--- src/rtl/traffic_pkg.sv ---
// Shared encodings for the UK traffic-light sequencer and its monitor:
// phases, lamp patterns, error codes and monitor states.
package traffic_pkg;

   typedef enum logic [1:0] {
      RED       = 2'd0,
      RED_AMBER = 2'd1,
      GREEN     = 2'd2,
      AMBER     = 2'd3
   } phase_e;

   // Lamp patterns are packed as {green, amber, red}
   localparam logic [2:0] PAT_RED       = 3'b001;
   localparam logic [2:0] PAT_RED_AMBER = 3'b011;
   localparam logic [2:0] PAT_GREEN     = 3'b100;
   localparam logic [2:0] PAT_AMBER     = 3'b010;

   typedef enum logic [1:0] {
      ERR_NONE    = 2'd0,
      ERR_PATTERN = 2'd1,
      ERR_TRANS   = 2'd2,
      ERR_DWELL   = 2'd3
   } err_e;

   typedef enum logic {
      UNSYNC = 1'b0,
      LOCKED = 1'b1
   } mon_state_e;

   // The legal sequence is a simple modulo-4 walk through the phase encoding
   function automatic phase_e next_phase(input phase_e p);
      logic [1:0] n;
      n = p + 2'd1;
      return phase_e'(n);
   endfunction

endpackage

--- src/rtl/traffic_monitor_light_decode.sv ---
// Combinational lamp-pattern decoder: maps {green, amber, red} to a phase
// and flags whether the pattern is one of the four legal ones.
module light_decode
   import traffic_pkg::*;
(
   input  logic [2:0] pattern,
   output phase_e     phase,
   output logic       legal
);

   always_comb begin
      phase = RED;
      legal = 1'b1;
      case (pattern)
         PAT_RED:       phase = RED;
         PAT_RED_AMBER: phase = RED_AMBER;
         PAT_GREEN:     phase = GREEN;
         PAT_AMBER:     phase = AMBER;
         default:       legal = 1'b0;
      endcase
   end

endmodule

--- src/rtl/traffic_monitor.sv ---
// Observer/checker for the UK traffic-light sequence: locks on RED, checks
// every pattern and transition, counts cycles. Optional dwell timeout is
// enabled by defining TRAFFIC_MON_DWELL_EN.
module traffic_monitor
   import traffic_pkg::*;
#(
   parameter int CNT_W     = 8,
   parameter int MAX_DWELL = 16
) (
   input  logic             clk,
   input  logic             rst_n,
   input  logic             red,
   input  logic             amber,
   input  logic             green,
   input  logic             clr_err,
   output logic [1:0]       phase,
   output logic             locked,
   output logic             err_pulse,
   output logic             err_sticky,
   output logic [1:0]       err_code,
   output logic [CNT_W-1:0] seq_count
);

   if (MAX_DWELL < 1 || MAX_DWELL > 65535) begin : g_bad_max_dwell
      $error("traffic_monitor: MAX_DWELL out of range 1..65535");
   end

   phase_e     dec_phase;
   logic       dec_legal;

   light_decode u_decode (
      .pattern ({green, amber, red}),
      .phase   (dec_phase),
      .legal   (dec_legal)
   );

   mon_state_e       state_q,      state_d;
   phase_e           phase_q,      phase_d;
   logic             err_pulse_q,  err_pulse_d;
   logic             err_sticky_q, err_sticky_d;
   err_e             err_code_q,   err_code_d;
   logic [CNT_W-1:0] seq_count_q,  seq_count_d;

   logic             err_hit;
   err_e             err_new;
   logic             dwell_expired;
   logic             dwell_clear;
   logic             dwell_inc;

`ifdef TRAFFIC_MON_DWELL_EN
   localparam int DWELL_W = $clog2(MAX_DWELL + 1);
   logic [DWELL_W-1:0] dwell_q, dwell_d;

   // A hold sample lands MAX_DWELL cycles past the first sample when the
   // count of earlier holds has reached MAX_DWELL-1.
   assign dwell_expired = (dwell_q == DWELL_W'(MAX_DWELL - 1));

   always_comb begin
      dwell_d = dwell_q;
      if (dwell_clear) begin
         dwell_d = '0;
      end else if (dwell_inc) begin
         dwell_d = dwell_q + 1'b1;
      end
   end

   always_ff @(posedge clk) begin
      if (!rst_n) begin
         dwell_q <= '0;
      end else begin
         dwell_q <= dwell_d;
      end
   end
`else
   assign dwell_expired = 1'b0;
`endif

   always_comb begin
      state_d      = state_q;
      phase_d      = phase_q;
      err_pulse_d  = 1'b0;
      err_sticky_d = err_sticky_q;
      err_code_d   = err_code_q;
      seq_count_d  = seq_count_q;
      err_hit      = 1'b0;
      err_new      = ERR_NONE;
      dwell_clear  = 1'b0;
      dwell_inc    = 1'b0;

      case (state_q)
         UNSYNC: begin
            if (!dec_legal) begin
               err_hit = 1'b1;
               err_new = ERR_PATTERN;
            end else if (dec_phase == RED) begin
               state_d     = LOCKED;
               phase_d     = RED;
               dwell_clear = 1'b1;
            end
         end
         LOCKED: begin
            if (!dec_legal) begin
               err_hit     = 1'b1;
               err_new     = ERR_PATTERN;
               state_d     = UNSYNC;
               dwell_clear = 1'b1;
            end else if (dec_phase == phase_q) begin
               if (dwell_expired) begin
                  err_hit     = 1'b1;
                  err_new     = ERR_DWELL;
                  state_d     = UNSYNC;
                  dwell_clear = 1'b1;
               end else begin
                  dwell_inc = 1'b1;
               end
            end else if (dec_phase == next_phase(phase_q)) begin
               phase_d     = dec_phase;
               dwell_clear = 1'b1;
               if (phase_q == AMBER && seq_count_q != '1) begin
                  seq_count_d = seq_count_q + 1'b1;
               end
            end else begin
               err_hit     = 1'b1;
               err_new     = ERR_TRANS;
               state_d     = UNSYNC;
               dwell_clear = 1'b1;
            end
         end
         default: state_d = UNSYNC;
      endcase

      if (clr_err) begin
         err_sticky_d = 1'b0;
         err_code_d   = ERR_NONE;
      end
      // A fresh violation overrides a clear issued on the same edge
      if (err_hit) begin
         err_pulse_d  = 1'b1;
         err_sticky_d = 1'b1;
         err_code_d   = err_new;
      end
   end

   always_ff @(posedge clk) begin
      if (!rst_n) begin
         state_q      <= UNSYNC;
         phase_q      <= RED;
         err_pulse_q  <= 1'b0;
         err_sticky_q <= 1'b0;
         err_code_q   <= ERR_NONE;
         seq_count_q  <= '0;
      end else begin
         state_q      <= state_d;
         phase_q      <= phase_d;
         err_pulse_q  <= err_pulse_d;
         err_sticky_q <= err_sticky_d;
         err_code_q   <= err_code_d;
         seq_count_q  <= seq_count_d;
      end
   end

   assign phase      = phase_q;
   assign locked     = (state_q == LOCKED);
   assign err_pulse  = err_pulse_q;
   assign err_sticky = err_sticky_q;
   assign err_code   = err_code_q;
   assign seq_count  = seq_count_q;

endmodule

--- config.mk ---
export PLATFORM = sky130hd
export DESIGN_NAME = traffic_monitor
export DESIGN_NICKNAME = d
export VERILOG_FILES = /design/src/rtl/traffic_pkg.sv /design/src/rtl/traffic_monitor_light_decode.sv /design/src/rtl/traffic_monitor.sv
export SDC_FILE = /design/constraint.sdc
export NUM_CORES = 1
export LEC_CHECK = 0
export CORE_AREA = 2 2 56 58
export DETAILED_ROUTE_END_ITERATION = 8
export DIE_AREA = 0 0 58 60
export GPL_TIMING_DRIVEN = 0
export PLACE_DENSITY_LB_ADDON = 0.05
export SLEW_MARGIN = 10
export SYNTH_ARGS = -nofsm -noshare
export SYNTH_HDL_FRONTEND = slang
export SYNTH_HIERARCHICAL = 1
export SYNTH_SLANG_ARGS = --single-unit
--- constraint.sdc ---
create_clock -name clk -period 2.7 [get_ports clk]
set_clock_uncertainty 0.15 [all_clocks]
set_input_delay 0.405 -clock clk [delete_from_list [all_inputs] [get_ports clk]]
set_output_delay 0.405 -clock clk [all_outputs]
set_load 0.05 [all_outputs]
==> flow_metrics.tcl <==
set metrics [dict create \
    row_count 20 \
    die_x_um 58 \
    synth_edf_count 0 \
    slowest_stage "clkdlybuf4s50_1" \
    fmax_mhz 403 \
    antenna_cells 0 \
    cts_made_buffers 3 \
    ys_seq_area_share_pct 34.6 \
    final-setup-viol-count 0 \
    area_delta_synth_final_pct 31.8 \
    viasPerCell 5.04 \
    synth-seq-cells 15 \
    endpoint_kind "flip-flop" \
    cp-start-kind "input pin" \
    crit_path_start "green" \
    leakage_nw 0.393 \
    final_cell_mix "clkdlybuf4s50_1 (20), nand2_1 (15), dfxtp_1 (15)" \
    ys.flop_type "dfxtp_1" \
    peakVddDrop_mv 0.290 \
    dieArea_sq_um 3480 \
    design_area_sq_um 1140 \
    r2r_slack_ns 0.33 \
    antenna_found_initial 0 \
    min_from "err_code[1]" \
    cts.sinks 15 \
    grt_pass1_wl_mm 3.40 \
    ys_types 35 \
    reg2reg_from "phase[0]" \
    synth_warnings 6 \
    dr_total_vias 797 \
    syn-cell-area_sq_um 868 \
    mostFrequentLayoutCell "clkdlybuf4s50_1" \
    synth_cells 101 \
    drive_gt1_share_pct 9.60 \
    grt_usage_pct 12.7 \
    cp.arrival_ns 2.56 \
    place_ws_ns -0.192 \
    tightest_slew_ns 0.841 \
    final_nets 134 \
    min_path_cells 2 \
    synthesis.nets 109 \
    io_pins 21 \
    grt_max_degree 11 \
    wl_per_cell_um 12.5 \
    htree_levels 1 \
    powerDensity_nw_per_um2 405 \
    die_y_um 60 \
    rsz0062_at_grt "no" \
    root_buffer "clkbuf_4" \
    place_area_sq_um 1110 \
    grt_pass1_vias 730 \
    synthArstFlopShare_pct 0 \
    first_pass_iters 4 \
    avgSynthCellArea_sq_um 8.60 \
    grt_overflow 0 \
    period_share_pct 91.9 \
    numPortBuffers 20 \
    final_max_slew_viol_count 0 \
    ant_nets 0 \
    status "finished clean" \
    maxSlewHeadroom_pct 43.5 \
    hpwl_mm 1.40 \
    ff2ff_path_depth 5 \
    worst_path_most_repeated_cell "xnor2_1" \
    drt_iter0_drc 35 \
    start_util_pct 29.9 \
    layout_setup_ws_ns 0.219 \
    drc 0 \
    criticalPathCategory "input pin to flip-flop" \
    cts_tree "built" \
    cp.required_ns 2.78 \
    setup_tns_ns 0 \
    clock_path_buffers 2 \
    hold_class "flip-flop to flip-flop" \
    place_congestion 0.747 \
    cp_max_fo 10 \
    path_cells "clkdlybuf4s50_1 -> xnor2_1 -> nor2_1 -> buf_2 -> xnor2_1 -> nand4_4 -> or4_1 -> a21boi_1" \
    post-route-min-period_ns 2.48 \
    reg2reg_to "seq_count[4]" \
    maxCapViolCount 0 \
    clk_latency_ns 0.29 \
    hold_violations 0 \
    core-area_sq_um 2900 \
    wirelength_mm 1.97 \
    fin_util_pct 39.4 \
    whs_endpoint "err_code[1]" \
    max_stage_delay_ns 0.55 \
    path_clk_slew_ns 0.10 \
    hold_slack_ns 0.324 \
]
==> area by class of cell <==
class                   count  area, sq um
plain buffers               4         17.5
fillers                   299         1760
inverters                   2         7.51
well taps                  33         41.3
clock inverters             1         5.00
multi-input cells          80          551
flip-flops and latches     15          300
clock buffers               3         22.5
repair buffers             20          200
==> registers in the layout, indices dropped and copies added (netlist names) <==
register / flops
err_pulse: 1
phase: 2
err_sticky: 1
locked: 1
seq_count: 8
err_code: 2
==> logic make-up (layout without fill, tap and decap cells) <==
| kind of cell | after synthesis | in the layout | synth area share [%] |
|---|---|---|---|
| AO/OA/AOI/OAI | 16 | 16 | 12.1 |
| buffers and inverters | 6 | 30 | 2.88 |
| adder cells (fa/ha/maj) | 2 | 2 | 2.88 |
| XOR/XNOR | 4 | 4 | 4.90 |
| flip-flops | 15 | 15 | 34.6 |
| multiplexers | 7 | 7 | 9.94 |
| AND/OR/NAND/NOR | 51 | 51 | 32.7 |
==> worst max-delay path by stage <==
stage | depth (start not counted) | endpoint
final | 8 | seq_count[4]
after global routing | 8 | seq_count[7]
after CTS | 7 | seq_count[4]
after detailed placement | 7 | seq_count[4]
after global placement | 7 | seq_count[4]
after floorplan | 5 | seq_count[4]
==> worst max-delay path: cells and delay by family <==
kind / cells / cell delay, ns
xor gates and xnor gates: 2 / 0.50
buffers and inverters: 2 / 0.71
and+or+nand+nor: 3 / 0.81
AOI/OAI and AO/OA: 1 / 0.14
==> per-layer routing <==
| metal | up-vias | global-route usage (%) | routed length (um) |
|---|---|---|---|
| li1 | 406 | - | - |
| met1 | 374 | 16.9 | 979 |
| met2 | 15 | 19.6 | 891 |
| met3 | 2 | 4.11 | 81 |
| met4 | 0 | 3.99 | 18 |
| met5 | - | 0 | 0 |
==> repair_timing <==
item,CTS,global route
gates resized for setup,0,1
setup endpoints to repair,0,2
buffers inserted,0,0
hold buffers,0,0
==> where the power goes <==
part | total [mW] | switching, mW | internal [mW]
clock | 0.136 | 0.0811 | 0.0551
combinational | 0.0967 | 0.0582 | 0.0386
sequential | 0.230 | 0.00317 | 0.227
==> stage by stage <==
stage	cells	power (mW)
2_1_floorplan	101	0.300
6_report	158	0.463
3_3_place_gp	154	0.331
3_5_place_dp	154	0.331
5_1_grt	158	0.489
4_1_cts	158	0.474
==> cells in the mapped netlist (all sizes together) (2+ instances only) <==
cell / count / area [sq um]
dfxtp: 15 / 300
nand2: 15 / 56.3
nand2b: 7 / 43.8
mux2i: 6 / 60.1
nor2: 5 / 18.8
o21ai: 5 / 25.0
nand3: 4 / 20.0
nor3: 4 / 20.0
a21boi: 3 / 22.5
a21oi: 3 / 15.0
xnor2: 3 / 26.3
and2: 2 / 12.5
buf: 2 / 10.0
clkbuf: 2 / 7.51
ha: 2 / 25.0
inv: 2 / 7.51
nand3b: 2 / 15.0
nand4: 2 / 27.5
nor2b: 2 / 12.5
nor4: 2 / 12.5
Power figures use the tool's default switching activity.
